`config.mk`:
```
export PLATFORM = sky130hd
export DESIGN_NAME = mips_prog_loader
export DESIGN_NICKNAME = d
export VERILOG_FILES = /design/src/rtl/mips_prog_loader_pkg.sv /design/src/rtl/mips_prog_loader.sv
export SDC_FILE = /design/constraint.sdc
export NUM_CORES = 1
export LEC_CHECK = 0
export CAP_MARGIN = 20
export CORE_AREA = 2 2 94 105
export CTS_BUF_LIST = sky130_fd_sc_hd__clkbuf_4 sky130_fd_sc_hd__clkbuf_8
export CTS_CLUSTER_DIAMETER = 100
export DETAILED_ROUTE_END_ITERATION = 10
export DIE_AREA = 0 0 96 107
export SLEW_MARGIN = 20
export SYNTH_ARGS = -nofsm -noshare
export SYNTH_HDL_FRONTEND = slang
export SYNTH_SLANG_ARGS = --single-unit
```
`constraint.sdc`:
```
create_clock -name clk -period 1.93 [get_ports clk]
set_clock_uncertainty 0.15 [all_clocks]
set_input_delay 0.2895 -clock clk [delete_from_list [all_inputs] [get_ports clk]]
set_output_delay 0.2895 -clock clk [all_outputs]
set_load 0.005 [all_outputs]
```
`src/rtl/mips_prog_loader_pkg.sv`:
```
// Shared MIPS definitions: loader FSM encoding, frame sync byte and imem geometry.
package mips_prog_loader_pkg;

  localparam int unsigned DEPTH_DEF  = 16;
  localparam int unsigned ADDR_W_DEF = 4;
  localparam int unsigned WORD_W     = 32;
  localparam int unsigned BYTE_W     = 8;
  localparam logic [7:0]  SYNC_DEF   = 8'hA5;

  typedef enum logic [2:0] {
    S_IDLE  = 3'd0,
    S_LEN   = 3'd1,
    S_DATA  = 3'd2,
    S_CHECK = 3'd3,
    S_DONE  = 3'd4,
    S_ERR   = 3'd5
  } ld_state_e;

  // Big-endian word assembly: the three earlier bytes occupy the upper bits.
  function automatic logic [WORD_W-1:0] pack_word(input logic [23:0] hi, input logic [7:0] lo);
    return {hi, lo};
  endfunction

endpackage

```
`src/rtl/mips_prog_loader.sv`:
```
// Serial program loader: receives a SYNC/length/data/checksum byte frame, writes the
// words into instruction memory and releases the CPU only after a good checksum.
module mips_prog_loader
  import mips_prog_loader_pkg::*;
#(
  parameter int unsigned DEPTH  = DEPTH_DEF,
  parameter int unsigned ADDR_W = ADDR_W_DEF,
  parameter logic [7:0]  SYNC   = SYNC_DEF
) (
  input  logic              clk,
  input  logic              reset,
  input  logic              in_valid,
  input  logic [7:0]        in_data,
  output logic              in_ready,
  input  logic              reload,
  output logic              imem_we,
  output logic [ADDR_W-1:0] imem_addr,
  output logic [31:0]       imem_wdata,
  output logic              cpu_reset,
  output logic              done,
  output logic              error
);

  ld_state_e         state, state_d;
  logic [ADDR_W-1:0] len_m1, len_m1_d;
  logic [ADDR_W-1:0] word_cnt, word_cnt_d;
  logic [1:0]        byte_cnt, byte_cnt_d;
  logic [23:0]       shift, shift_d;
  logic [7:0]        csum, csum_d;
  logic              we_d;
  logic [ADDR_W-1:0] addr_d;
  logic [31:0]       wdata_d;
  logic              accept;

  assign accept = in_valid && in_ready;

  // Next-state, datapath and registered-output decode
  always_comb begin
    state_d    = state;
    len_m1_d   = len_m1;
    word_cnt_d = word_cnt;
    byte_cnt_d = byte_cnt;
    shift_d    = shift;
    csum_d     = csum;
    we_d       = 1'b0;
    addr_d     = imem_addr;
    wdata_d    = imem_wdata;

    unique case (state)
      S_IDLE, S_ERR: begin
        if (accept && in_data == SYNC) state_d = S_LEN;
      end
      S_LEN: begin
        if (accept) begin
          if (in_data == 8'd0 || 32'(in_data) > DEPTH) begin
            state_d = S_ERR;
          end else begin
            len_m1_d   = ADDR_W'(in_data - 8'd1);
            word_cnt_d = '0;
            byte_cnt_d = '0;
            csum_d     = '0;
            shift_d    = '0;
            state_d    = S_DATA;
          end
        end
      end
      S_DATA: begin
        if (accept) begin
          csum_d     = csum ^ in_data;
          shift_d    = {shift[15:0], in_data};
          byte_cnt_d = byte_cnt + 2'd1;
          if (byte_cnt == 2'd3) begin
            we_d    = 1'b1;
            addr_d  = word_cnt;
            wdata_d = pack_word(shift, in_data);
            // Last word: stop counting so the address never passes N-1
            if (word_cnt == len_m1) state_d = S_CHECK;
            else word_cnt_d = ADDR_W'(word_cnt + 1'b1);
          end
        end
      end
      S_CHECK: begin
        if (accept) state_d = (in_data == csum) ? S_DONE : S_ERR;
      end
      S_DONE: begin
        if (reload) state_d = S_IDLE;
      end
      default: state_d = S_IDLE;
    endcase
  end

  // State, datapath and output registers; outputs follow the next state
  always_ff @(posedge clk) begin
    if (reset) begin
      state      <= S_IDLE;
      len_m1     <= '0;
      word_cnt   <= '0;
      byte_cnt   <= '0;
      shift      <= '0;
      csum       <= '0;
      in_ready   <= 1'b1;
      imem_we    <= 1'b0;
      imem_addr  <= '0;
      imem_wdata <= '0;
      cpu_reset  <= 1'b1;
      done       <= 1'b0;
      error      <= 1'b0;
    end else begin
      state      <= state_d;
      len_m1     <= len_m1_d;
      word_cnt   <= word_cnt_d;
      byte_cnt   <= byte_cnt_d;
      shift      <= shift_d;
      csum       <= csum_d;
      in_ready   <= (state_d != S_DONE);
      imem_we    <= we_d;
      imem_addr  <= addr_d;
      imem_wdata <= wdata_d;
      cpu_reset  <= (state_d != S_DONE);
      done       <= (state_d == S_DONE);
      error      <= (state_d == S_ERR);
    end
  end

endmodule

```
; ---- Word-level counts from Yosys, hierarchy flattened
; Index checks and enable logic that the tools add are counted.
[classes]
addsub = 3
magnitude_cmp = 1
n_eq_ne = 17
n_mux = 29
n_bitwise = 4
reduce_logical = 12
[op_table]
columns = cell, n
row1 = $mux W24, 3
row2 = $pmux W24 S2, 1
row3 = $mux W3, 8
row4 = $mux W8, 3
row5 = $mux W4, 5
row6 = $pmux W8 S2, 1
row7 = $pmux W3 S5, 1
row8 = $eq A3 B3 Y1 const B, 4
row9 = $ne A2 B2 Y1 const B, 5
row10 = $eq A8 B8 Y1, 1
row11 = $eq A8 B8 Y1 const B, 1
row12 = $gt A8 B5 Y1 const B, 1
row13 = $logic_not A8 Y1, 1
row14 = $pmux W4 S2, 1
row15 = $xor A8 B8 Y8, 1
row16 = $eq A3 B2 Y1 const B, 2
row17 = $mux W2, 3
row18 = $reduce_and A3 Y1, 2
row19 = $reduce_and A6 Y1, 1
row20 = $add A4 B1 Y4 const B, 1
row21 = $eq A4 B4 Y1, 1
row22 = $pmux W2 S2, 1
row23 = $reduce_and A4 Y1, 1
row24 = $sub A4 B1 Y4 const B, 1
row25 = 12 further kinds, 16
[totals]
regBits = 85
in_bits = 12
word_cells = 78

; ---- Depth between registers and ports, before layout
; Gate-level depths: netlist of the first run.
[logic_depth]
word_depth = 6
ltp_mapped = 8

; ---- Least setup slack after synthesis of the first run
; No wires, ideal clock.
[synth_path]
kind = input to register
startpoint = input port in_data[0]
endpoint = register word_cnt[1]
setup_ns = 0.132
arrival_time_ns = 1.578
setup_slack_ns = 0.070
cell_stages = 7
cell_sequence = inv_1 ha_1 nor3b_2 mux2_4 a32oi_1 nand3b_1 a21oi_1
[synth_between]
elab_chain_cells = 4
elab_cells_between_ends = 5
[synth_rtl]
columns = element, line
row1 = from (decl), mips_prog_loader.sv:13  ; input logic [7:0] in_data,
row2 = $gt A8 B5 Y1 or $logic_not A8 Y1 (tied branches), mips_prog_loader.sv:55  ; if (in_data == 8'd0 || 32'(in_data) > DEPTH) begin
row3 = $logic_or A1 B1 Y1 *, mips_prog_loader.sv:55
row4 = $ne A2 B2 Y1 (no source line) *, n/a
row5 = $reduce_and A6 Y1 (no source line) *, n/a
row6 = to (signal assigned), mips_prog_loader.sv:111  ; word_cnt <= word_cnt_d;
row7 = to (decl), mips_prog_loader.sv:26  ; logic [ADDR_W-1:0] word_cnt, word_cnt_d;
; Mark *: on every way between the ends. The rest lies on a longest branch, timed or not.
; A chain may end at the register's enable or synchronous reset.

; ---- Final worst setup path of the first run
[layout_path]
startpoint = input port in_data[0]
endpoint = register shift[20]
[layout_between]
elab_chain_cells = 4
elab_cells_between_ends = 5
[layout_rtl]
columns = element, line
row1 = $gt A8 B5 Y1 or $logic_not A8 Y1 (tied branches), mips_prog_loader.sv:55
row2 = $logic_or A1 B1 Y1 *, mips_prog_loader.sv:55
row3 = $ne A2 B2 Y1 (no source line) *, n/a
row4 = $reduce_and A4 Y1 (no source line) *, n/a
row5 = to (signal assigned), mips_prog_loader.sv:113  ; shift <= shift_d;
row6 = to (decl), mips_prog_loader.sv:28  ; logic [23:0] shift, shift_d;
; Marked as above.

==> results.toml, run 1 <==
[outcome]
status = "finished clean"

[global_route]
grt_max_degree = 72
grt_pass1_wl_um = 14900
antenna_found_initial = 0
grt_use_total = 0.184
grt_pass1_vias = 3126
grt.overflow.total = 0

[placed_design]
globalplace.congestion = 0.838
io_buffers = 52
place_inst = 609
dpl_cell_area_mm2 = 0.00438
post-dp-hpwl_um = 5700

[clocking]
clockBufferDepth = 2
clk_pin_slew_ns = 0.09
h-tree-depth = 3
clk_root_buffer_cell = "clkbuf_8"
clock_latency_ns = 0.36
numCtsBuffers = 9
clkSinkCount = 85
cts_tree = "done"
cts_hold_buffers = 0

[pwr]
switchingPower_uw = 805
p_int_uw = 2460
p_clk_frac = 0.409
cellLeakagePower_uw = 0.00172
pwr-share-comb = 0.055
powerDensity_mw_per_mm2 = 667
switching_share = 0.246
power_frac_seq = 0.536
ir_drop_uv = 445

[synth]
synth_top_cell_area_share = 0.471
synth-seq-area-share = 0.471
yosysMostFrequentCell = "nand2_1"
yosys-top-cells-count = "106 x nand2_1, 85 x dfxtp_1, 74 x a21oi_1"
synth_edf_count = 0
syn_area_mm2 = 0.00361
synthArstFlopShare = 0
synth-seq-cells = 85
synth.area.top_cells = "dfxtp_1 47%, nand2_1 11%, a21oi_1 10%"
syn_nets = 462
synth_cells = 446
ys_warn_count = 0
avgSynthCellArea_um2 = 8.10
synth.distinct_cells = 44
synthFlopType = "dfxtp_1"
synth_top_area_cell = "dfxtp_1"

[sta]
finalSetupViolations = 0
post-route-period-util = 0.974
period_needed_ns = 1.88
tns_ns = 0
tightest_slew_ns = 0.330
timing.fmax_ghz = 0.532
drv_slew = 0
timing.slew.headroom = 0.780
hold_viol = 0

[min_path]
hold_path_depth = 2
hold_start = "reset"
hold_path_class = "primary input to register"
worstHoldEndpoint = "len_m1[0]"

[floorplanning]
rows = 37
coreArea_mm2 = 0.00921
io_pins = 53
start_util = 0.392
die_area_mm2 = 0.0103
die_w_um = 96
dieHeight_um = 107

[job]
max-cap-violations = 0

[routing]
viasPerCell = 5.11
ant_nets = 0
wirelength_um = 8960
first_pass_iters = 5
vias = 3309
wl_per_cell_um = 13.8
detail_route.iter0.violations = 203
drc = 0

[final_layout]
finalNetCount = 542
multi_input_area_mm2 = 0.00176
diodes = 0
seqCellArea_mm2 = 0.00171
drive_above_1_share = 0.173
syn2layout_area_growth_pct = 35.7
final_util = 0.532
fillers = 889
stdcell_count = 648
stdcell_area_mm2 = 0.00490

[worst_setup_path]
cp_max_fo = 8
required_ns = 2.06
setup.worst_path.end_class = "register"
regToRegStartpoint = "state[0]"
cp.arrival_ns = 2.01
worstSetupStartpointType = "primary input"
r2r_cells = 8
r2r-end = "shift[5]"
path_class = "primary input to register"
r2r_setup_slack_ns = 0.10
-- flip-flops by register name, summed over array words and instances (netlist names) --
| signal | count |
|---|---|
| byte_cnt | 2 |
| cpu_reset | 1 |
| csum | 8 |
| done | 1 |
| error | 1 |
| imem_addr | 4 |
| imem_wdata | 32 |
| imem_we | 1 |
| len_m1 | 4 |
| shift | 24 |
| state | 3 |
| word_cnt | 4 |
-- how the worst max path moves through the flow --
stage / end / start / cells past startpoint
2_1_floorplan: word_cnt[1] / in_data[0] / 7
3_3_place_gp: word_cnt[3] / in_data[0] / 9
3_5_place_dp: shift[0] / in_data[0] / 9
4_1_cts: byte_cnt[1] / in_data[0] / 11
5_1_grt: shift[22] / in_data[0] / 11
6_report: shift[20] / in_data[0] / 11
-- timing repair --
action / in CTS / in global routing
buffers inserted: 16 / 4
gates cloned: 3 / 0
pin swaps: 10 / 11
endpoints found under the hold margin: 0 / 0
gates resized for setup: 18 / 16
endpoints found under the setup margin: 41 / 34
-- routing by layer --
metal / track usage / share of wire / vias up
li1: - / - / 1672
met1: 0.259 / 0.48 / 1536
met2: 0.281 / 0.46 / 90
met5: 0 / 0 / -
met3: 0.0401 / 0.051 / 11
met4: 0.0551 / 0.013 / 0
-- logic make-up after synthesis --
group | Yosys count | share of synthesized area
AO/OA/AOI/OAI | 132 | 0.198
multiplexers | 3 | 0.00970
buffers and inverters | 41 | 0.0551
adder cells (fa/ha/maj) | 4 | 0.0139
AND/OR/NAND/NOR | 167 | 0.218
XOR/XNOR | 14 | 0.0340
flip-flops | 85 | 0.471
-- worst max-delay path, stage by stage --
cell	delay (ns)
clkdlybuf4s15_1	0.19
inv_2	0.09
ha_4	0.14
nor3b_4	0.18
mux2_4	0.34
a21oi_4	0.20
buf_4	0.15
buf_6	0.09
buf_16	0.11
o21ai_0	0.07
a21oi_1	0.15
-- area by class of cell --
type | instances | area share
multi-input cells | 320 | 0.359
flip-flops and latches | 85 | 0.348
repair buffers | 107 | 0.218
well taps | 117 | 0.0299
clock buffers | 9 | 0.0253
clock inverters | 7 | 0.0176
inverters | 3 | 0.00230
-- through the flow --
stage	total power [uW]	hold WS (ns)	setup slack (ns)
final	3270	0.134	0.0510
after global routing	3390	0.135	-0.0134
after detailed placement	1950	0.296	-0.456
after CTS	3300	0.122	0.00805
after global placement	1950	0.291	-0.445
after floorplan	1880	0.275	0.0698
-- layout by cell type, fill, tap and decap left out, types with 3 or more instances in the layout --
cell	instances
o21ai_0	38
o22ai_1	3
a21oi_1	74
buf_16	3
clkbuf_8	9
a211oi_1	3
buf_6	4
clkdlybuf4s50_1	43
o21ai_1	6
inv_6	3
nor3_1	3
xnor2_1	14
inv_2	3
nand2_1	106
nand4_1	3
nor2_1	15
nor3b_1	6
buf_12	5
ha_1	3
nor2b_1	9
dfxtp_1	84
buf_4	43
dlygate4sd2_1	4
and2_1	3
nand3_1	5
-- power by group through the flow --
stage                     Combinational (uW)  Clock, uW  Sequential, uW
after floorplan                         82.6          0            1790
after CTS                                172       1370            1750
final                                    180       1340            1750
after global placement                   158          0            1790
after detailed placement                 158          0            1790
after global routing                     194       1450            1750
No activity file was read; power rests on OpenSTA's default activity.
==> run 2, diff against run 1 <==
--- a/config.mk
+++ b/config.mk
@@ -9,6 +9,7 @@
 export CORE_AREA = 2 2 94 105
 export CTS_BUF_LIST = sky130_fd_sc_hd__clkbuf_4 sky130_fd_sc_hd__clkbuf_8
 export CTS_CLUSTER_DIAMETER = 100
+export CTS_CLUSTER_SIZE = 25
 export DETAILED_ROUTE_END_ITERATION = 10
 export DIE_AREA = 0 0 96 107
 export SLEW_MARGIN = 20
==> results of run 2 <==
The final DEF is identical to that of run 1; final timing and power are the same.
